File: config.mk
export PLATFORM = sky130hd
export DESIGN_NAME = wb_unified_arbiter
export DESIGN_NICKNAME = d
export VERILOG_FILES = /design/src/rtl/wb_unified_arbiter.sv
export SDC_FILE = /design/constraint.sdc
export NUM_CORES = 1
export LEC_CHECK = 0
export ABC_AREA = 1
export CORE_AREA = 2 2 108 110
export CTS_BUF_LIST = sky130_fd_sc_hd__clkbuf_8
export DETAILED_ROUTE_END_ITERATION = 7
export DIE_AREA = 0 0 110 112
export PLACE_DENSITY = 0.74
export SYNTH_ARGS = -nofsm -noshare
export SYNTH_HDL_FRONTEND = slang
export SYNTH_SLANG_ARGS = --single-unit
File: constraint.sdc
create_clock -name clk -period 2.8 [get_ports clk]
set_input_delay 0.56 -clock clk [delete_from_list [all_inputs] [get_ports clk]]
set_output_delay 0.56 -clock clk [all_outputs]
set_load 0.01 [all_outputs]
File: src/rtl/wb_unified_arbiter.sv
// Two-master (instruction fetch / data) to one-slave Wishbone arbiter with a per-transfer watchdog.
// Grant is registered; once granted, all routing and ack/err forwarding is combinational.
module wb_unified_arbiter #(
    parameter int unsigned TIMEOUT_CYCLES = 255
) (
    input  logic        clk,
    input  logic        rst_n,
    input  logic [31:0] iwb_adr_i,
    input  logic        iwb_cyc_i,
    input  logic        iwb_stb_i,
    output logic [31:0] iwb_dat_o,
    output logic        iwb_ack_o,
    output logic        iwb_err_o,
    input  logic [31:0] dwb_adr_i,
    input  logic [31:0] dwb_dat_i,
    input  logic        dwb_we_i,
    input  logic [3:0]  dwb_sel_i,
    input  logic        dwb_cyc_i,
    input  logic        dwb_stb_i,
    output logic [31:0] dwb_dat_o,
    output logic        dwb_ack_o,
    output logic        dwb_err_o,
    output logic [31:0] m_adr_o,
    output logic [31:0] m_dat_o,
    output logic        m_we_o,
    output logic [3:0]  m_sel_o,
    output logic        m_cyc_o,
    output logic        m_stb_o,
    input  logic [31:0] m_dat_i,
    input  logic        m_ack_i,
    input  logic        m_err_i,
    output logic        timeout_o,
    output logic [1:0]  grant_o
);

    // State codes double as the grant_o encoding.
    localparam logic [1:0] S_IDLE  = 2'b00;
    localparam logic [1:0] S_GNT_I = 2'b01;
    localparam logic [1:0] S_GNT_D = 2'b10;

    localparam logic [15:0] WCNT_LAST = 16'(TIMEOUT_CYCLES - 1);

    logic [1:0]  r_state;
    logic [1:0]  w_next_state;
    logic        r_last_d;
    logic [15:0] r_wcnt;
    logic        r_timeout;

    logic w_i_req;
    logic w_d_req;
    logic w_gnt_i;
    logic w_gnt_d;
    logic w_cyc;
    logic w_resp;
    logic w_expire;
    logic w_end;

    assign w_i_req = iwb_cyc_i & iwb_stb_i;
    assign w_d_req = dwb_cyc_i & dwb_stb_i;
    assign w_gnt_i = (r_state == S_GNT_I);
    assign w_gnt_d = (r_state == S_GNT_D);
    assign w_cyc   = (w_gnt_i & iwb_cyc_i) | (w_gnt_d & dwb_cyc_i);
    assign w_resp  = m_ack_i | m_err_i;

    // An ack or err arriving on the last allowed cycle beats the watchdog.
    assign w_expire = w_cyc & ~w_resp & (r_wcnt == WCNT_LAST);
    assign w_end    = ~w_cyc | w_resp | w_expire;

    always_comb begin
        m_adr_o = 32'h0;
        m_dat_o = 32'h0;
        m_we_o  = 1'b0;
        m_sel_o = 4'h0;
        m_cyc_o = 1'b0;
        m_stb_o = 1'b0;
        if (w_gnt_i) begin
            m_adr_o = iwb_adr_i;
            m_sel_o = 4'hF;
            m_cyc_o = iwb_cyc_i & ~w_expire;
            m_stb_o = iwb_cyc_i & iwb_stb_i & ~w_expire;
        end else if (w_gnt_d) begin
            m_adr_o = dwb_adr_i;
            m_dat_o = dwb_dat_i;
            m_we_o  = dwb_we_i;
            m_sel_o = dwb_sel_i;
            m_cyc_o = dwb_cyc_i & ~w_expire;
            m_stb_o = dwb_cyc_i & dwb_stb_i & ~w_expire;
        end
    end

    assign iwb_dat_o = m_dat_i;
    assign dwb_dat_o = m_dat_i;

    // Gating on the master's own cyc keeps an aborted transfer from seeing a late ack.
    assign iwb_ack_o = w_gnt_i & iwb_cyc_i & m_ack_i;
    assign iwb_err_o = w_gnt_i & ((iwb_cyc_i & m_err_i) | w_expire);
    assign dwb_ack_o = w_gnt_d & dwb_cyc_i & m_ack_i;
    assign dwb_err_o = w_gnt_d & ((dwb_cyc_i & m_err_i) | w_expire);

    always_comb begin
        w_next_state = r_state;
        case (r_state)
            S_IDLE: begin
                if (w_d_req && (!w_i_req || !r_last_d)) begin
                    w_next_state = S_GNT_D;
                end else if (w_i_req) begin
                    w_next_state = S_GNT_I;
                end
            end
            S_GNT_I, S_GNT_D: begin
                if (w_end) begin
                    w_next_state = S_IDLE;
                end
            end
            default: w_next_state = S_IDLE;
        endcase
    end

    always_ff @(posedge clk or negedge rst_n) begin
        if (!rst_n) begin
            r_state   <= S_IDLE;
            r_last_d  <= 1'b0;
            r_wcnt    <= 16'h0;
            r_timeout <= 1'b0;
        end else begin
            r_state <= w_next_state;
            if (r_state == S_IDLE && w_next_state != S_IDLE) begin
                r_wcnt   <= 16'h0;
                r_last_d <= (w_next_state == S_GNT_D);
            end else if (r_state != S_IDLE && !w_end) begin
                r_wcnt <= r_wcnt + 16'h1;
            end
            if (w_expire) begin
                r_timeout <= 1'b1;
            end
        end
    end

    assign timeout_o = r_timeout;
    assign grant_o   = r_state;

endmodule

**Yosys cells after proc, flatten, opt, wreduce, memory -nomap -nowiden**

Index checks and enable logic that the tools add are counted.

- Register bits after elaboration: 20
- Output and inout port bits: 142

- $add $sub $neg: 1
- Equal/unequal tests: 4
- Muxes and demuxes: 18
- Bitwise gates (word level): 25
- Reduce and logical (&&, ||, !) cells: 12

Operators with widths:

| operator | number |
|---|---|
| two-way mux 32 bit | 4 |
| two-way mux 16 bit | 2 |
| adder 16 x 1 -> 16 bit (second input constant) | 1 |
| bitwise AND 1 bit | 16 |
| == test 16 x 8 -> 1 bit (second input constant) | 1 |
| two-way mux 4 bit | 2 |
| two-way mux 1 bit | 6 |
| two-way mux 2 bit | 3 |
| OR 1 bit | 6 |
| nonzero test 2 bit | 3 |
| == test 2 bit (second input constant) | 2 |
| case mux 2 bit (2 select lines) | 1 |
| logical AND 1 bit | 3 |
| zero test 1 bit | 3 |
| inverter 1 bit | 3 |
| == test 2 x 1 -> 1 bit (second input constant) | 1 |
| zero test 2 bit | 1 |
| OR reduction 2 bit | 1 |
| logical OR 1 bit | 1 |

**Longest topological paths before layout**

- Word-level depth: 11
- Mapped depth: 13
- Gate-level depth less buffers: 12

**Worst setup path after synthesis**

Ideal clock, no wire load.

- Path type: flip-flop to output port
- Start: register r_state[0] (netlist: grant_o[0])
- End: output port m_stb_o
- Arrival: 1.565 ns
- Data required time: 2.240 ns
- Slack: 0.675 ns
- Cell stages (with the launch flop): 9
- Path buffers: 1
- Cells stage by stage: dfrtp_1 inv_1 ha_1 buf_2 nand2_2 a21oi_4 nand3_1 inv_1 o31ai_1

- Longest elaborated chain between the ends: 9

Ends and longest elaborated chain:

| item | RTL line | source |
|---|---|---|
| start: declaration | 43 | `logic [1:0] r_state;` |
| start signal: assignment | 126 | `r_state <= w_next_state;` |
| == test 2 x 1 -> 1 bit or == test 2 bit (tied branches) | 60, 61 |  |
| bitwise AND 1 bit | 62 | `assign w_cyc = (w_gnt_i & iwb_cyc_i) \| (w_gnt_d & dwb_cyc_i);` |
| OR 1 bit | 62 |  |
| bitwise AND 1 bit (2 in a row) | 66 | `assign w_expire = w_cyc & ~w_resp & (r_wcnt == WCNT_LAST);` |
| inverter 1 bit | 80, 87 |  |
| bitwise AND 1 bit | 87 | `m_stb_o = dwb_cyc_i & dwb_stb_i & ~w_expire;` |
| two-way mux 1 bit | 81 | `end else if (w_gnt_d) begin` |
| two-way mux 1 bit (*) | 76 | `if (w_gnt_i) begin` |
| end: declaration | 28 | `output logic m_stb_o,` |

Every way passes the cells marked *; elsewhere a longest branch is shown, timed or not.

**Final worst setup path**

- Start: register r_state[0] (netlist: grant_o[0])
- End: output port m_adr_o[16]

- Longest elaborated chain between the ends: 3

Ends and longest elaborated chain:

| item | RTL line | source |
|---|---|---|
| == test 2 bit | 61 | `assign w_gnt_d = (r_state == S_GNT_D);` |
| two-way mux 32 bit | 81 |  |
| two-way mux 32 bit (*) | 76 |  |
| end: declaration | 23 | `output logic [31:0] m_adr_o,` |

Marked as above.

==> run_results.csv <==
group,metric,value,unit
outcome,outcome,"finished clean",
layout,seq_area,503,sq um
floorplanning,start_util,0.234,
global_routing,grt_pass1_vias,2754,
timing,fin_crit,2.69,ns
yosys,ys_types,27,
yosys,synth_warnings,0,
worst_setup_path,r2r_start,"grant_o[0]$_DFF_PN0_",
global_routing,grt.overflow.total,0,
timing,period_share,0.960,
worst_setup_path,path_class,"flop to primary output",
layout,fillers,1176,
global_routing,antenna_found_initial,2,
yosys,netlist_area,2620,sq um
timing,clock.fmax,0.372,GHz
worst_setup_path,cp_slowest_cell,"clkdlybuf4s50_1",
layout,utilization,0.385,
global_routing,grt_max_degree,45,
yosys,ys.flop_type,"dfrtp_1",
cts,cts_tree,"built",
yosys,muxShareOfSynthArea,0,
worst_setup_path,path_buf_inv,3,
global_routing,gr-usage-all-layers,0.167,
layout,drive_gt1_frac,0.0856,
worst_setup_path,slowest_delay,0.55,ns
timing,tightestPinTransition,0.389,ns
timing,maxSlewViolCount,0,
layout,multiInputGateArea,1440,sq um
pwr,p_per_area,682,nW/um^2
yosys,synth_xor_area_frac,0.0267,
place,place_area,4220,sq um
yosys,avgSynthCellArea,5.91,sq um
yosys,synth_top_family_by_area,"simple AND/OR/NAND/NOR gates",
floorplanning,dieArea,12300,sq um
floorplanning,coreArea,11200,sq um
pwr,ir_worst_vdd,369,uV
timing,finalClockSkew,0.00194,ns
cts,path_clk_slew,0.07,ns
cts,htree_levels,1,
pwr,power.share.combinational,0.816,
place,hpwl,9.01,mm
yosys,synthCells,443,
layout,mostFrequentLayoutCells,"clkdlybuf4s50_1 (179), nand2_1 (151), nor2_1 (52)",
cts,worstSkewPairLatency,0.25,ns
layout,final_area,4300,sq um
pwr,intPower,1.53,mW
global_routing,grt_use_met1,0.210,
worst_setup_path,arrival,2.13,ns
cts,hold_buffers,0,
worst_setup_path,crit_path_start,"grant_o[0]$_DFF_PN0_",
drt,avgViaCountPerCell,4.18,
timing,setup-violations-final,0,
drt,firstDrtPassIters,4,
yosys,synth_edf_count,0,
global_routing,gr-max-usage-layer,"met2",
yosys,synth-adder-area-share,0.0287,
worst_setup_path,start_kind,"flop",
timing,hold_viol_final,0,
layout,area_delta_synth_final,64.1,%
place,place_congestion,0.841,
min_path,hold_path.class,"flop to flop",
drt,drtAntennaViolNets,0,
cts,cts_buffers,3,
worst_setup_path,crit_family,"buffers and inverters",
worst_setup_path,path_cells,"inv_1 -> ha_2 -> buf_6 -> nand3_1 -> nand2_1 -> clkdlybuf4s50_1",
drt,vias,2953,
place,portBuffers,186,
yosys,synth_compound_area_frac,0.0210,
place,dp.cells,701,
pwr,netSwitchingPower,1.40,mW
drt,routed_wl,11.0,mm
layout,final_nets,710,
layout,final_common_cell,"clkdlybuf4s50_1",
global_routing,grtUsageMet2,0.280,
worst_setup_path,required,2.24,ns
global_routing,grt_pass1_wl,15.9,mm
min_path,hp-start,"timeout_o$_DFFE_PN0P_",
worst_setup_path,cp_max_fo,28,
layout,instances_no_fill,706,
timing,max_slew_margin,0.740,
yosys,synthSimpleGateAreaFrac,0.466,
pwr,power_frac_clock,0.063,
floorplanning,die_x,110,um
cts,root_buffer,"clkbuf_8",
yosys,synth_area_leaders,"nand2_1 (22%), dfrtp_1 (19%), buf_4 (18%), nand3_1 (9.4%), nor2_1 (7.6%)",
drt,wl_per_cell,15.6,um
drt,drc,0,
pwr,p_leak,2.00,nW
yosys,synth-seq-area-share,0.191,
cts,cts_sinks,20,
yosys,syn_nets,590,
run,cap_violations,0,
yosys,ys_ff_latch,20,
floorplanning,die_height,112,um
yosys,synthArstFlopShare,1.00,
yosys,synth_top_cell_area_share,0.216,
timing,hold_slack,0.467,ns
floorplanning,ios,283,
pwr,switching_share,0.477,
worst_setup_path,endpoint_kind,"primary output",
pwr,seqPwrFrac,0.121,
global_routing,use_met3,0.0708,
yosys,synth_area_leader_cell,"nand2_1",
floorplanning,rows,39,
cts,clk_path_buf_depth,2,
cts,cts_setup_buffers,0,
drt,dr.first_iter.drc_count,214,
-- flip-flops by register name (all words and copies together) (netlist names) --
register	flops
timeout_o	1
r_last_d	1
grant_o	2
r_wcnt	16
-- power by group through the flow --
stage          sequential, mW  combinational (mW)  clock (mW)
2_1_floorplan           0.353                1.20           0
3_3_place_gp            0.351                2.40           0
3_5_place_dp            0.353                2.40           0
4_1_cts                 0.347                2.42       0.188
5_1_grt                 0.358                2.61       0.198
6_report                0.354                2.39       0.184
-- final cells by class --
class | instances | share of cell area
antenna | 2 | 0.00116
clock buffer | 3 | 0.00960
inverter | 36 | 0.0323
multi-input combinational | 303 | 0.334
sequential | 20 | 0.117
tap | 143 | 0.0416
timing repair buffer | 199 | 0.464
-- through the flow --
stage          setup TNS (ns)  power (mW)  setup slack, ns
2_1_floorplan               0        1.55            0.675
3_3_place_gp           -0.237        2.75           -0.145
3_5_place_dp           -0.249        2.75           -0.142
4_1_cts                     0        2.95           0.0110
5_1_grt            -0.0000999        3.16       -0.0000999
6_report                    0        2.93            0.112
-- Yosys cell counts (2+ instances only) --
library cell,instances
clkbuf_1,17
inv_1,34
inv_2,2
a21oi_1,2
nor2_4,4
nand4_1,3
ha_1,6
o21ai_0,3
buf_4,64
dfrtp_1,20
nor2_2,10
nor3_1,2
nor2_1,53
xor2_1,4
nand3_1,49
nand2_2,6
xnor2_1,4
nand2_1,151
-- path summary, 6_finish.rpt --
check                                    endpoint  slack (ns)  cells after the start
min                         timeout_o$_DFFE_PN0P_        0.47                      1
max                                   m_adr_o[16]        0.11                      6
min reg2reg                 timeout_o$_DFFE_PN0P_        0.47                      1
max in group asynchronous    grant_o[1]$_DFF_PN0_        1.94                      2
min in group asynchronous   r_wcnt[9]$_DFFE_PN0P_        0.64                      2
max reg2reg                r_wcnt[15]$_DFFE_PN0P_        0.69                     12
-- kinds of logic (layout without fill, tap and decap cells) --
group                      after synthesis  after routing
AOI/OAI and AO/OA                        8              8
xor gates and xnor gates                 8              8
adders and majority gates                6              6
buffers and inverters                  120            238
DFF                                     20             20
other                                    0              2
and+or+nand+nor                        281            281
-- worst reg2reg max path: stages, from the launching register on --
cell     delay [ns]
dfrtp_2        0.45
inv_1          0.12
ha_2           0.27
nand2_2        0.09
a21oi_4        0.13
buf_4          0.15
nand3_1        0.07
nand2_1        0.08
nand2_2        0.07
nand2_2        0.08
nand2_4        0.07
inv_2          0.31
nor2_1         0.10
-- layer usage --
metal	part of all wire	routed length, um	up-vias
li1	-	-	1525
met1	0.40	4400	1281
met2	0.47	5120	143
met3	0.13	1460	4
met4	0.0015	16	0
met5	0	0	-
-- timing repair --
item / CTS / global route
cloned: 0 / 0
gates resized for setup: 6 / 8
endpoints found under the setup margin: 8 / 18
No activity file was read; power rests on OpenSTA's default activity.
